`config.mk`:
```
export PLATFORM = sky130hd
export DESIGN_NAME = seg7_letter_decoder
export DESIGN_NICKNAME = d
export VERILOG_FILES = /design/src/rtl/seg7_letter_decoder.sv
export SDC_FILE = /design/constraint.sdc
export NUM_CORES = 1
export LEC_CHECK = 0
export BUFFER_PORTS_ARGS = -buffer_cell sky130_fd_sc_hd__buf_4
export CORE_MARGIN = 4
export CORE_UTILIZATION = 30
export DETAILED_ROUTE_END_ITERATION = 8
export GPL_TIMING_DRIVEN = 0
export PLACE_DENSITY = 0.54
export SLEW_MARGIN = 25
export SYNTH_ARGS = -nofsm -noshare
export SYNTH_HDL_FRONTEND = slang
export SYNTH_SLANG_ARGS = --single-unit
```
`constraint.sdc`:
```
create_clock -name clock -period 5 [get_ports clock]
set_input_delay 0 -clock clock [delete_from_list [all_inputs] [get_ports clock]]
set_output_delay 0 -clock clock [all_outputs]
set_load 0.01 [all_outputs]
```
`src/rtl/seg7_letter_decoder.sv`:
```
// Active-low 7-segment pattern to letter code decoder with output FIFO.
// Optional saturating error counter: define SEG7_DECODER_ERR_COUNT_EN.
module seg7_letter_decoder #(
    parameter int DEPTH = 4,
    parameter int ERR_W = 8
) (
    input  logic             clock,
    input  logic             Reset_n,
    input  logic [6:0]       Seg_In,
    input  logic             Seg_Valid,
    output logic             Seg_Ready,
    output logic [4:0]       Code_Out,
    output logic             Err_Out,
    output logic             Out_Valid,
    input  logic             Out_Ready,
    output logic [ERR_W-1:0] Err_Count
);

    localparam int AW = (DEPTH > 1) ? $clog2(DEPTH) : 1;
    localparam int CW = AW + 1;
    localparam logic [CW-1:0] FULL_CNT = CW'(DEPTH);

    logic [4:0]    dec_code;
    logic          dec_err;
    logic          push;
    logic          pop;

    logic [5:0]    mem_q [DEPTH];
    logic [5:0]    mem_d [DEPTH];
    logic [AW-1:0] wr_ptr_q, wr_ptr_d;
    logic [AW-1:0] rd_ptr_q, rd_ptr_d;
    logic [CW-1:0] count_q, count_d;

    // Pattern lookup; anything outside the glyph table maps to code 31
    always_comb begin
        dec_code = 5'd31;
        dec_err  = 1'b0;
        unique case (Seg_In)
            7'b1111111: dec_code = 5'd0;
            7'b0001000: dec_code = 5'd1;
            7'b0000011: dec_code = 5'd2;
            7'b1000110: dec_code = 5'd3;
            7'b0100001: dec_code = 5'd4;
            7'b0000110: dec_code = 5'd5;
            7'b0001110: dec_code = 5'd6;
            7'b0010000: dec_code = 5'd7;
            7'b0001011: dec_code = 5'd8;
            7'b1111001: dec_code = 5'd9;
            7'b1110001: dec_code = 5'd10;
            7'b0001001: dec_code = 5'd11;
            7'b1000111: dec_code = 5'd12;
            7'b1001000: dec_code = 5'd13;
            7'b0101011: dec_code = 5'd14;
            7'b0101010: dec_code = 5'd15;
            7'b1000000: dec_code = 5'd16;
            7'b0001100: dec_code = 5'd17;
            7'b0011000: dec_code = 5'd18;
            7'b0101111: dec_code = 5'd19;
            7'b0010010: dec_code = 5'd20;
            7'b0000111: dec_code = 5'd21;
            7'b1100011: dec_code = 5'd22;
            7'b1000001: dec_code = 5'd23;
            7'b0110000: dec_code = 5'd24;
            7'b0000101: dec_code = 5'd25;
            7'b0010001: dec_code = 5'd26;
            7'b0100100: dec_code = 5'd27;
            default: begin
                dec_code = 5'd31;
                dec_err  = 1'b1;
            end
        endcase
    end

    // Handshake flags come only from registered occupancy
    always_comb begin
        Seg_Ready = (count_q != FULL_CNT);
        Out_Valid = (count_q != '0);
        push      = Seg_Valid & Seg_Ready;
        pop       = Out_Valid & Out_Ready;
        Code_Out  = mem_q[rd_ptr_q][4:0];
        Err_Out   = mem_q[rd_ptr_q][5];
    end

    // Next FIFO storage, pointers and occupancy
    always_comb begin
        mem_d    = mem_q;
        wr_ptr_d = wr_ptr_q;
        rd_ptr_d = rd_ptr_q;
        count_d  = count_q;
        if (push) begin
            mem_d[wr_ptr_q] = {dec_err, dec_code};
            wr_ptr_d        = wr_ptr_q + AW'(1);
        end
        if (pop) begin
            rd_ptr_d = rd_ptr_q + AW'(1);
        end
        unique case ({push, pop})
            2'b10:   count_d = count_q + CW'(1);
            2'b01:   count_d = count_q - CW'(1);
            default: count_d = count_q;
        endcase
    end

    // FIFO state registers; reset clears storage so Code_Out reads 0
    always_ff @(posedge clock or negedge Reset_n) begin
        if (!Reset_n) begin
            for (int i = 0; i < DEPTH; i++) begin
                mem_q[i] <= '0;
            end
            wr_ptr_q <= '0;
            rd_ptr_q <= '0;
            count_q  <= '0;
        end else begin
            mem_q    <= mem_d;
            wr_ptr_q <= wr_ptr_d;
            rd_ptr_q <= rd_ptr_d;
            count_q  <= count_d;
        end
    end

`ifdef SEG7_DECODER_ERR_COUNT_EN
    logic [ERR_W-1:0] err_cnt_q, err_cnt_d;

    // Count accepted unrecognised patterns, holding at all-ones
    always_comb begin
        err_cnt_d = err_cnt_q;
        if (push && dec_err && (err_cnt_q != '1)) begin
            err_cnt_d = err_cnt_q + ERR_W'(1);
        end
    end

    // Error counter register
    always_ff @(posedge clock or negedge Reset_n) begin
        if (!Reset_n) begin
            err_cnt_q <= '0;
        end else begin
            err_cnt_q <= err_cnt_d;
        end
    end

    assign Err_Count = err_cnt_q;
`else
    assign Err_Count = '0;
`endif

endmodule

```
Word-level counts from Yosys, hierarchy flattened

Cells that the tools add are included.

Memory bits (read-only): 0
Register bits after elaboration: 31
Memories: 0
Bits in latches: 0
Bits in writable memories: 0
Word-level logic and storage cells: 62

Reduce and logical (&&, ||, !) cells: 4
Shifts and indexed selects: 0
Equal/unequal tests: 31
$mul: 0
Add/sub/neg operators: 4
Magnitude comparators: 3
Div/mod/pow operators: 0
Multiplexer cells: 9
Bitwise gates (word level): 4

Operators by type and width:

| kind                                                        | count |
|---|---|
| case mux 5 bit (28 select lines)                            | 1 |
| equality test 7 bit (second input constant)                 | 9 |
| equality test 7 x 6 -> 1 bit (second input constant)        | 6 |
| equality test 7 x 4 -> 1 bit (second input constant)        | 5 |
| equality test 7 x 5 -> 1 bit (second input constant)        | 4 |
| OR reduction 28 bit                                         | 1 |
| bitwise mux 24 bit                                          | 1 |
| equality test 7 x 3 -> 1 bit (second input constant)        | 3 |
| two-way mux 6 bit                                           | 3 |
| binary-select mux 6 bit (select 2 bit)                      | 1 |
| demux 6 bit (select 2 bit)                                  | 1 |
| equality test 7 x 2 -> 1 bit (second input constant)        | 1 |
| greater-or-equal comparator 3 bit (second input constant)   | 2 |
| inverter 2 -> 3 bit                                         | 2 |
| case mux 3 bit (2 select lines)                             | 1 |
| adder 2 x 1 -> 2 bit (second input constant)                | 2 |
| adder 3 x 1 -> 3 bit (second input constant)                | 1 |
| less-than comparator 3 x 1 -> 1 bit (second input constant) | 1 |
| != test 3 bit (second input constant)                       | 1 |
| nonzero test 3 bit                                          | 1 |
| subtractor 3 x 1 -> 3 bit (second input constant)           | 1 |
| bitwise AND 1 bit                                           | 2 |
| equality test 2 x 1 -> 1 bit (second input constant)        | 1 |
| equality test 2 bit (second input constant)                 | 1 |
| other kinds (3)                                             | 3 |

Longest topological paths before layout

Gate-level depths: netlist of the first run.

Word-level depth: 6
Mapped depth: 11
Gate-level depth less buffers: 10

Worst setup path after synthesis of the first run

Ideal clock, no wire load.

Path type: register -> register
Start: reg count_q[0]
End: reg count_q[2]
Required time: 4.921 ns
Stages on the path, launching flop included: 12
Clock period less this slack: 2.064 ns
Data arrival time: 1.985 ns
Library setup time: 0.079 ns
Setup slack: 2.936 ns
Path through: dfrtp_1 -> inv_1 -> nand3_1 -> and2_1 -> clkbuf_1 -> inv_1 -> ha_1 -> inv_1 -> fa_1 -> xor2_1 -> nor2_1 -> xor2_1

Cells in the longest elaborated chain, start to end: 4
Elaborated cells between the ends (all ways): 10
Those cells by class: add/sub: 2; eq/ne: 3; mux: 1; bitwise: 2; reduce/logical: 2

RTL lines:

| item                                                                         | RTL line | source |
|---|---|---|
| from (decl)                                                                  | 32       | `logic [CW-1:0] count_q, count_d;` |
| from (signal assigned)                                                       | 117      | `count_q <= count_d;` |
| != test 3 bit *                                                              | 76       | `Seg_Ready = (count_q != FULL_CNT);` |
| via Seg_Ready                                                                | 11       | `output logic Seg_Ready,` |
| bitwise AND 1 bit *                                                          | 78       | `push = Seg_Valid & Seg_Ready;` |
| equality test 2 x 1 -> 1 bit / equality test 2 bit (equally long branches)   | 97       | `unique case ({push, pop})` |
| case mux 3 bit (2 select lines) / nonzero test 2 bit (equally long branches) | --       |  |

The timed path passes the listed nets; every way through them passes the cells marked *.
A chain may end at the register's enable or synchronous reset.

Final worst setup path of the first run

Start: reg count_q[0]
End: reg count_q[2]

Cells in the longest elaborated chain, start to end: 4
Elaborated cells between the ends (all ways): 10
Those cells by class: add/sub: 2; eq/ne: 3; mux: 1; bitwise: 2; reduce/logical: 2

RTL lines:

| item                                                                         | RTL line |
|---|---|
| != test 3 bit / nonzero test 3 bit (equally long branches)                   | 76, 77 |
| bitwise AND 1 bit, on equally long branches                                  | 78, 79 |
| equality test 2 x 1 -> 1 bit / equality test 2 bit (equally long branches)   | 97 |
| case mux 3 bit (2 select lines) / nonzero test 2 bit (equally long branches) | -- |

Parallel ways exist; a longest one is shown, timed or not.

==> metrics.md, run 1 <==
| Metric | Value |
|---|---|
| Outcome | `completed` |
| Hold_buf cts | `1` |
| Post-Route WL | `about 5 mm` |
| CP Launch Type | `flop` |
| I/O Buffers | `15` |
| Peak supply drop | `between 100 and 150 uV` |
| Avg Cell Area, Syn | `10.3 um^2` |
| Setup bufs post-CTS | `0` |
| WL per Instance | `14.2 um` |
| I/O Pins | `27` |
| Total CTS buffers | `5` |
| Number of global-route vias before repair | `1682` |
| Most common cell after layout, fill and taps aside | `dfrtp_1` |
| Die span in x | `94.3 um` |
| Worst Path Required | `5200 ps` |
| Final worst-path cycle share | `a little over two fifths` |
| Peak Freq | `between 400 and 500 MHz` |
| # diodes | `0` |
| Root buffer cell | `clkbuf_8` |
| Worst slew margin | `between 50 and 60%` |
| Area delta synth->final | `16.7%` |
| Clk slew on worst S/H paths | `~60 ps` |
| # H-tree levels | `2` |
| EDFF count, synth | `0` |
| Antenna violations before repair | `0` |
| Yosys top cell area share | `around a third` |
| Layout cells sized above 1 | `between 30% and 40%` |
| RD Place Congestion | `~0.90` |
| Setup TNS | `0 ps` |
| Crit Path Category | `flop to flop` |
| Syn Std Cell Area | `2230 um^2` |
| Pins over their slew limit | `0` |
| Slew @ Worst Pin | `626 ps` |
| FILL cells | `between 700 and 800` |
| Yosys reg bits | `31` |
| Synth Flop Type | `dfrtp_1` |
| Synth Instances | `217` |
| Final hold vios | `0` |
| Initial DRC count | `100` |
| Post-DR vias/cell | `between 5 and 6` |
| HP Class | `primary input to flop` |
| Yosys cell types | `53` |
| TritonCTS clock tree | `yes` |
| Sequential fraction of the synthesis area | `between 30% and 40%` |
| Post-CTS sizing | `0` |
| Crit path DAT | `roughly 2300 ps` |
| Most area-hungry cell type in the Yosys netlist | `dfrtp_1` |
| Layout Nets | `around 260` |
| DP HPWL | `between 3 and 4 mm` |
| Largest net degree at the start of global routing | `32` |
| CP Max Fanout | `8` |
| GRT Overall Usage | `11.6%` |
| Core ar. | `between 7000 and 8000 um^2` |
| Clock skew | `roughly 4.5 ps` |
| DR DRC count | `0` |
| First-pass GRT wire length | `~8 mm` |
| Clk sinks | `31` |
| Max-cap violations | `0` |
| Starting density of the core | `30.8%` |
| Worst R2R Setup Slack | `between 2000 and 3000 ps` |
| CP endpoint kind | `flop` |
| Drt first pass iters | `4` |
| Clock Latency Late Sink | `around 280 ps` |
| Synth top area cells | `dfrtp_1, mux2_2, mux4_2` |
| Global route overflow | `0` |
| Leak Pwr | `between 0.9 and 1 nW` |
| RSZ-0062 raised after global routing | `false` |
| Fin crit period | `approximately 2100 ps` |
| Row cnt | `31` |
| Die area | `roughly 8900 um^2` |
| Post-route ant nets | `0` |
| Post-synth ARST share | `100%` |
| Via count | `approximately 1700` |
| Final Total Pwr | `0.00109 W` |
| Clock tree buffer depth | `2` |
| Most frequent cells in the layout | `dfrtp_1, buf_4, mux2_2, nand2_1` |
| Synth warn | `0` |
| Die Span Y | `approximately 94 um` |
| Pwr Density | `416 nW/um^2` |
| Final setup violation count | `0` |
kinds of logic after synthesis:
kind of cell    synth area share [%]
mux                             18.6
xor+xnor                        3.92
simple gates                    19.7
fa+ha+maj                       3.70
other cells                    0.168
buf+inv                         8.73
compound gates                  10.5
flops                           34.7
metal layers:
layer | vias up | track usage [%] | wire length (um)
li1 | 835 | - | -
met1 | 857 | 16.1 | 2390
met2 | 42 | 18.4 | 2290
met3 | 8 | 2.16 | 161
met4 | 0 | 3.85 | 85
met5 | - | 0 | 0
synth_stat cells (2+ instances only):
cell and instances:
dfrtp_1 31, mux2_2 24, nand2_1 12, buf_4 10, inv_1 10, nor2_1 10
buf_2 9, nor3_1 9, clkbuf_1 6, mux4_2 6, nand3_1 6, nor4b_1 6
ha_1 5, o21ai_0 5, xnor2_1 5, xor2_1 5, a31oi_1 3, and3_1 3
nand4_1 3, nand4b_1 3, nor4bb_1 3, o211ai_2 3, a211oi_1 2, and2_1 2
and4b_1 2, nand2b_1 2, nand3b_1 2, nor2b_1 2, o211ai_1 2, o21ai_1 2
or3_1 2
path summary, 6_finish.rpt:
| kind | startpoint | endpoint | cells past startpoint |
|---|---|---|---|
| worst min register to register | count_q[2] | count_q[2] | 1 |
| min in group asynchronous | Reset_n | count_q[2] | 2 |
| max in group asynchronous | Reset_n | mem_q[22] | 2 |
| worst max-delay path | count_q[0] | count_q[2] | 11 |
| worst max register to register | count_q[0] | count_q[2] | 11 |
| worst min-delay path | Out_Ready | rd_ptr_q[0] | 3 |
metrics by stage:
stage / cell area (um^2) / utilization (%) / instances / hold WS (ps) / setup WS (ps)
global placement: 2500 / 34.4 / 338 / -40.8 / 2880
detailed placement: 2500 / 34.4 / 338 / -43.0 / 2860
floorplan: 2260 / - / 224 / -296 / 2940
CTS: 2610 / 35.9 / 347 / 109 / 2840
finish: 2610 / 35.9 / 347 / 110 / 2870
global route: 2610 / 35.9 / 347 / 133 / 2630
registers in the layout, summed over array words and instances (netlist names):
register / cells
wr_ptr_q: 2
rd_ptr_q: 2
count_q: 3
mem_q: 24
power breakdown:
part | switching [W] | total, W | internal, W | leakage, nW
Sequential | 0.0000499 | 0.000401 | 0.000351 | 0.314
Clock | 0.0000900 | 0.000216 | 0.000126 | 0.0515
Combinational | 0.000220 | 0.000469 | 0.000250 | 0.632
Total | 0.000360 | 0.00109 | 0.000726 | 0.998
critical path, stage by stage, from the launching register on:
cell and delay [ps]:
dfrtp_1 400, inv_1 110, nand3_1 100, and2_1 160, clkbuf_1 170, inv_1 90, ha_1 170, inv_1 60
fa_1 370, xor2_1 150, nor2_1 110, xor2_1 150
layout make-up:
class / instances / area, um^2 / area share, %
multi-input combinational: 156 / 1290 / 49.5
buffer: 27 / 158 / 6.05
tap: 99 / 124 / 4.75
inverter: 10 / 37.5 / 1.44
sequential: 31 / 776 / 29.8
clock buffer: 8 / 100 / 3.84
timing repair buffer: 16 / 123 / 4.70
Note: power is estimated with default switching activity, not from simulation.
==> run 2: changes to the inputs <==
Clock period 5 ns to 2.05 ns, I/O delays scaled along.
==> run 2 against run 1 <==
- via count shrank 2.2%
- total power up 140%
- setup slack got worse by 2700 ps
- combinational power grew to 2.6 times the previous value
- critical path depth is 3 lower
- clock power increased by 120%
- first-iteration DRC count rose by 43%
- register-to-register slack lost 2700 ps
- sequential share of layout area decreased by 0.16 points
==> metrics.md, run 2 (same netlist as run 1, synthesis figures left out) <==
| Metric | Value |
|---|---|
| First-pass GRT wire length | `8.02 mm` |
| Total CTS buffers | `5` |
| Max reg flops | `24` |
| I/O Pins | `27` |
| Via count | `1704` |
| Layout Nets | `between 200 and 300` |
| Crit Path Category | `flop to flop` |
| GRT Overall Usage | `11.4%` |
| Leak Pwr | `between 1 and 1.5 nW` |
| Top reg by flops | `mem_q` |
| Clock skew | `between 4 and 5 ps` |
| Largest regs | `mem_q (24), count_q (3)` |
| Clock Latency Late Sink | `a little under 300 ps` |
| TritonCTS clock tree | `yes` |
| Initial DRC count | `roughly 140` |
| Die span in x | `~94 um` |
| WL per Instance | `~14 um` |
| Core ar. | `between 7000 and 8000 um^2` |
| Peak supply drop | `roughly 350 uV` |
| Largest net degree at the start of global routing | `32` |
| Layout cells sized above 1 | `~36%` |
| CP Launch Type | `flop` |
| FF-to-FF End | `count_q[2]` |
| Worst Hold End | `wr_ptr_q[0]` |
| Fin crit period | `1930 ps` |
| Root buffer cell | `clkbuf_8` |
| Most common cell after layout, fill and taps aside | `dfrtp_1` |
| Row cnt | `31` |
| RSZ-0062 raised after global routing | `false` |
| Clk sinks | `31` |
| Crit path DAT | `~2100 ps` |
| Pwr Density | `~1000 nW/um^2` |
| Die area | `8890 um^2` |
| Post-Route WL | `about 4.9 mm` |
| Final worst-path cycle share | `a little over nine tenths` |
| Max-cap violations | `0` |
| I/O Buffers | `15` |
| Post-DR vias/cell | `approximately 5` |
| Starting density of the core | `30.8%` |
| # H-tree levels | `2` |
| Die Span Y | `between 90 and 100 um` |
| Worst slew margin | `between 50% and 60%` |
| Beginning of the worst register-to-register path | `count_q[2]` |
| Antenna violations before repair | `0` |
| WHS Path Cells | `3` |
| CP endpoint kind | `flop` |
| Worst Path Required | `approximately 2200 ps` |
| DP HPWL | `3.47 mm` |
| Most frequent cells in the layout | `dfrtp_1, buf_4, mux2_2, nand2_1, nor2_1` |
| Worst Slack Setup Final | `~120 ps` |
| # diodes | `0` |
| R2R depth | `8` |
| Clk slew on worst S/H paths | `~60 ps` |
| DR DRC count | `0` |
| RD Place Congestion | `between 0.8 and 0.9` |
| Cell Count, Final, Fillers Out | `~350` |
| Peak Freq | `slightly above 500 MHz` |
| Slew @ Worst Pin | `approximately 650 ps` |
| Placed cells | `~340` |
| Drt first pass iters | `4` |
| Pins over their slew limit | `0` |
| Global route overflow | `0` |
| Post-route ant nets | `0` |
| CP Max Fanout | `3` |
| Clock tree buffer depth | `2` |
| Hold path start | `Seg_Valid` |
| Outcome | `completed` |
| Worst R2R Setup Slack | `around 120 ps` |
| Number of global-route vias before repair | `approximately 1600` |
| HP Class | `primary input to flop` |
| Dpl ws | `-89.0 ps` |
| Final setup violation count | `0` |
| Area delta synth->final | `17.3%` |
| Final hold vios | `0` |
[run 2: worst max-delay path: stages (launching register included)]
cell     delay, ps
dfrtp_1        410
or3_1          400
and2_1         210
ha_2           190
inv_1           60
fa_1           170
xor2_1         140
nor2_1          70
xor2_1         160
[run 2: report_power, final]
group	switching, W	total (W)	leakage, nW	internal [W]
sequential	0.000118	0.000974	0.314	0.000856
combinational	0.000558	0.00121	0.646	0.000652
clock	0.000231	0.000468	0.0412	0.000237
total	0.000907	0.00265	1.00	0.00174
[run 2: worst max path at each step]
stage | cells after the start | slack (ps) | from | endpoint
finish | 8 | 120 | count_q[2] | count_q[2]
floorplan | 11 | 20 | count_q[0] | count_q[2]
global placement | 11 | -50 | count_q[0] | count_q[2]
CTS | 10 | 20 | count_q[1] | count_q[2]
global route | 10 | 9 | count_q[0] | count_q[2]
detailed placement | 11 | -90 | count_q[0] | count_q[2]
[run 2: per-layer routing]
metal	part of all wire [%]	GRT usage (%)	vias to the layer above
li1	-	-	837
met1	48	16.1	810
met2	46	17.1	45
met3	4.7	2.32	12
met4	1.9	4.09	0
met5	0	0	-
[run 2: timing repair]
| action | in CTS | in global routing |
|---|---|---|
| hold buffers | 1 | 0 |
| endpoints found under the setup margin | 1 | 1 |
| pin swaps | 0 | 2 |
| buffers inserted | 0 | 3 |
| endpoints found under the hold margin | 31 | 0 |
| resized for setup | 2 | 3 |
[run 2: metrics by stage]
stage	util [%]	setup TNS, ps	instance area [um^2]	hold slack [ps]	total power, W
2_1_floorplan	-	0	2270	-296	0.00181
3_3_place_gp	34.5	-49.1	2500	-41.2	0.00214
5_1_grt	36.1	0	2620	71.9	0.00284
4_1_cts	35.8	0	2590	69.6	0.00264
3_5_place_dp	34.5	-89.0	2500	-38.8	0.00216
6_report	36.1	0	2620	61.4	0.00265
[run 2: final cells by class]
| cell class | instances | area (um^2) |
|---|---|---|
| multi-input cells | 156 | 1300 |
| repair buffers | 19 | 145 |
| inverters | 10 | 37.5 |
| flip-flops and latches | 31 | 776 |
| clock buffers | 6 | 72.6 |
| plain buffers | 26 | 154 |
| clock inverters | 2 | 12.5 |
| fillers | 745 | 4630 |
| well taps | 99 | 124 |
==> run 3: changes to the inputs <==
Settings changed: GPL_TIMING_DRIVEN 0 to unset, PLACE_DENSITY 0.54 to 0.53.
==> run 3 against run 2 <==
- sequential power is 8% higher
- design area is 4.2% lower
- sequential share of layout area grew 1.3 points
- clock skew rose by 2.2 ps
- flip-flop and latch count unchanged
- largest cell class unchanged
- highest routed layer unchanged
==> metrics.md, run 3 (same netlist as run 1, synthesis figures left out) <==
| Metric | Value |
|---|---|
| Die span in x | `~94 um` |
| Post-route ant nets | `0` |
| Top reg by flops | `mem_q` |
| WL per Instance | `between 10 and 15 um` |
| Peak Freq | `slightly above 500 MHz` |
| Starting density of the core | `between 30 and 40%` |
| Final worst-path cycle share | `94.5%` |
| Final hold vios | `0` |
| I/O Pins | `27` |
| Highest routed layer | `met4` |
| Post-DR vias/cell | `just under 5` |
| Row cnt | `31` |
| Outcome | `completed` |
| Metal-1 WL | `~2.3 mm` |
| Fin crit period | `~1900 ps` |
| Clk slew on worst S/H paths | `60 ps` |
| Cell Count, Final, Fillers Out | `~330` |
| Crit Path Category | `flop to flop` |
| First-pass GRT wire length | `around 7.8 mm` |
| TritonCTS clock tree | `yes` |
| Via count | `1605` |
| GRT Overall Usage | `between 10 and 15%` |
| Die Span Y | `about 94 um` |
| WL met2 | `approximately 2.2 mm` |
| Max reg flops | `24` |
| Largest net degree at the start of global routing | `32` |
| Pins over their slew limit | `0` |
| Largest regs | `mem_q (24), count_q (3)` |
| Total CTS buffers | `5` |
| CP endpoint kind | `flop` |
| Max-cap violations | `0` |
| Clock skew | `6.43 ps` |
| FILL cells | `746` |
| # H-tree levels | `2` |
| Root buffer cell | `clkbuf_8` |
| CP Max Fanout | `3` |
| Fin util | `approximately 35%` |
| # diodes | `0` |
| Antenna violations before repair | `0` |
| Most common cell after layout, fill and taps aside | `dfrtp_1` |
| Clock tree buffer depth | `2` |
| Post-Route WL | `around 4.7 mm` |
| RSZ-0062 raised after global routing | `false` |
| CP Launch Type | `flop` |
| DP HPWL | `3.17 mm` |
| Final setup violation count | `0` |
| Final Total Pwr | `roughly 0.0028 W` |
| DR DRC count | `0` |
| Wire length on met3 | `roughly 120 um` |
| Worst Hold Slack | `between 80 and 90 ps` |
| Setup TNS | `0 ps` |
| Clk sinks | `31` |
| Crit path DAT | `~2100 ps` |
| Global route overflow | `0` |
| RD Place Congestion | `0.742` |
| HP Class | `primary input to flop` |
| Number of global-route vias before repair | `about 1500` |
| Layout cells sized above 1 | `slightly above 30%` |
| Pwr Density | `around 1100 nW/um^2` |
| Leak Pwr | `between 0.9 and 1 nW` |
| I/O Buffers | `18` |
| Layout Nets | `between 200 and 250` |
| Initial DRC count | `67` |
| Drt first pass iters | `4` |
| Clock Latency Late Sink | `~290 ps` |
| Peak supply drop | `approximately 450 uV` |
| Area delta synth->final | `12.3%` |
| Core ar. | `just over 7000 um^2` |
| Most frequent cells in the layout | `dfrtp_1, mux2_2, buf_4, nand2_1, nor2_1` |
| Worst Path Required | `2220 ps` |
| Die area | `~9000 um^2` |
| Placed cells | `between 300 and 400` |
## run 3: changes by cell type in the layout (fill, tap and decap cells not counted), sizes merged
| cell | delta |
|---|---|
| buf | -19 |
| clkbuf | -5 |
| bufinv | +1 |
| clkinvlp | -1 |
## run 3: per-stage QoR
step	instance area, um^2	setup slack (ps)
floorplan	2270	22.2
global placement	2370	155
detailed placement	2370	112
CTS	2500	92.4
global route	2510	3.33
finish	2510	112
## run 3: path summary, 6_finish.rpt
kind | start | to | slack, ps | cells after the start
setup reg to reg | count_q[2] | count_q[2] | 110 | 8
max in group asynchronous | Reset_n | mem_q[3] | 1580 | 2
hold reg to reg | mem_q[12] | mem_q[12] | 500 | 1
setup / recovery | count_q[2] | count_q[2] | 110 | 8
hold / removal | Out_Ready | rd_ptr_q[0] | 80 | 3
min in group asynchronous | Reset_n | count_q[1] | 180 | 2
## run 3: report_power, final
group | switching, W | internal, W
sequential | 0.000199 | 0.000855
clock | 0.000235 | 0.000393
combinational | 0.000476 | 0.000602
total | 0.000910 | 0.00185
## run 3: per-layer routing
metal | GRT usage (%) | vias up
li1 | - | 792
met2 | 15.9 | 19
met1 | 16.9 | 786
met4 | 3.25 | 0
met3 | 2.40 | 8
met5 | 0 | -
## run 3: area by class of cell
type | instances | area, um^2 | area share (%)
multi-input cells | 156 | 1290 | 51.6
flip-flops and latches | 31 | 776 | 30.9
well taps | 99 | 124 | 4.94
repair buffers | 21 | 160 | 6.38
clock buffers | 6 | 82.6 | 3.29
clock inverters | 2 | 35.0 | 1.40
inverters | 10 | 37.5 | 1.50
## run 3: timing repair
item,4_1_cts,5_1_grt
gates resized for setup,0,2
hold buffers,1,0
endpoints found under the hold margin,31,0
endpoints found under the setup margin,0,1
setup buffers,0,1
## run 3: critical path: stages, from the launching register on
cell and delay [ps]:
dfrtp_1 400, or3_1 400, and2_1 210, ha_1 220, inv_1 70, fa_1 170
xor2_1 150, nor2_1 60, xor2_1 140
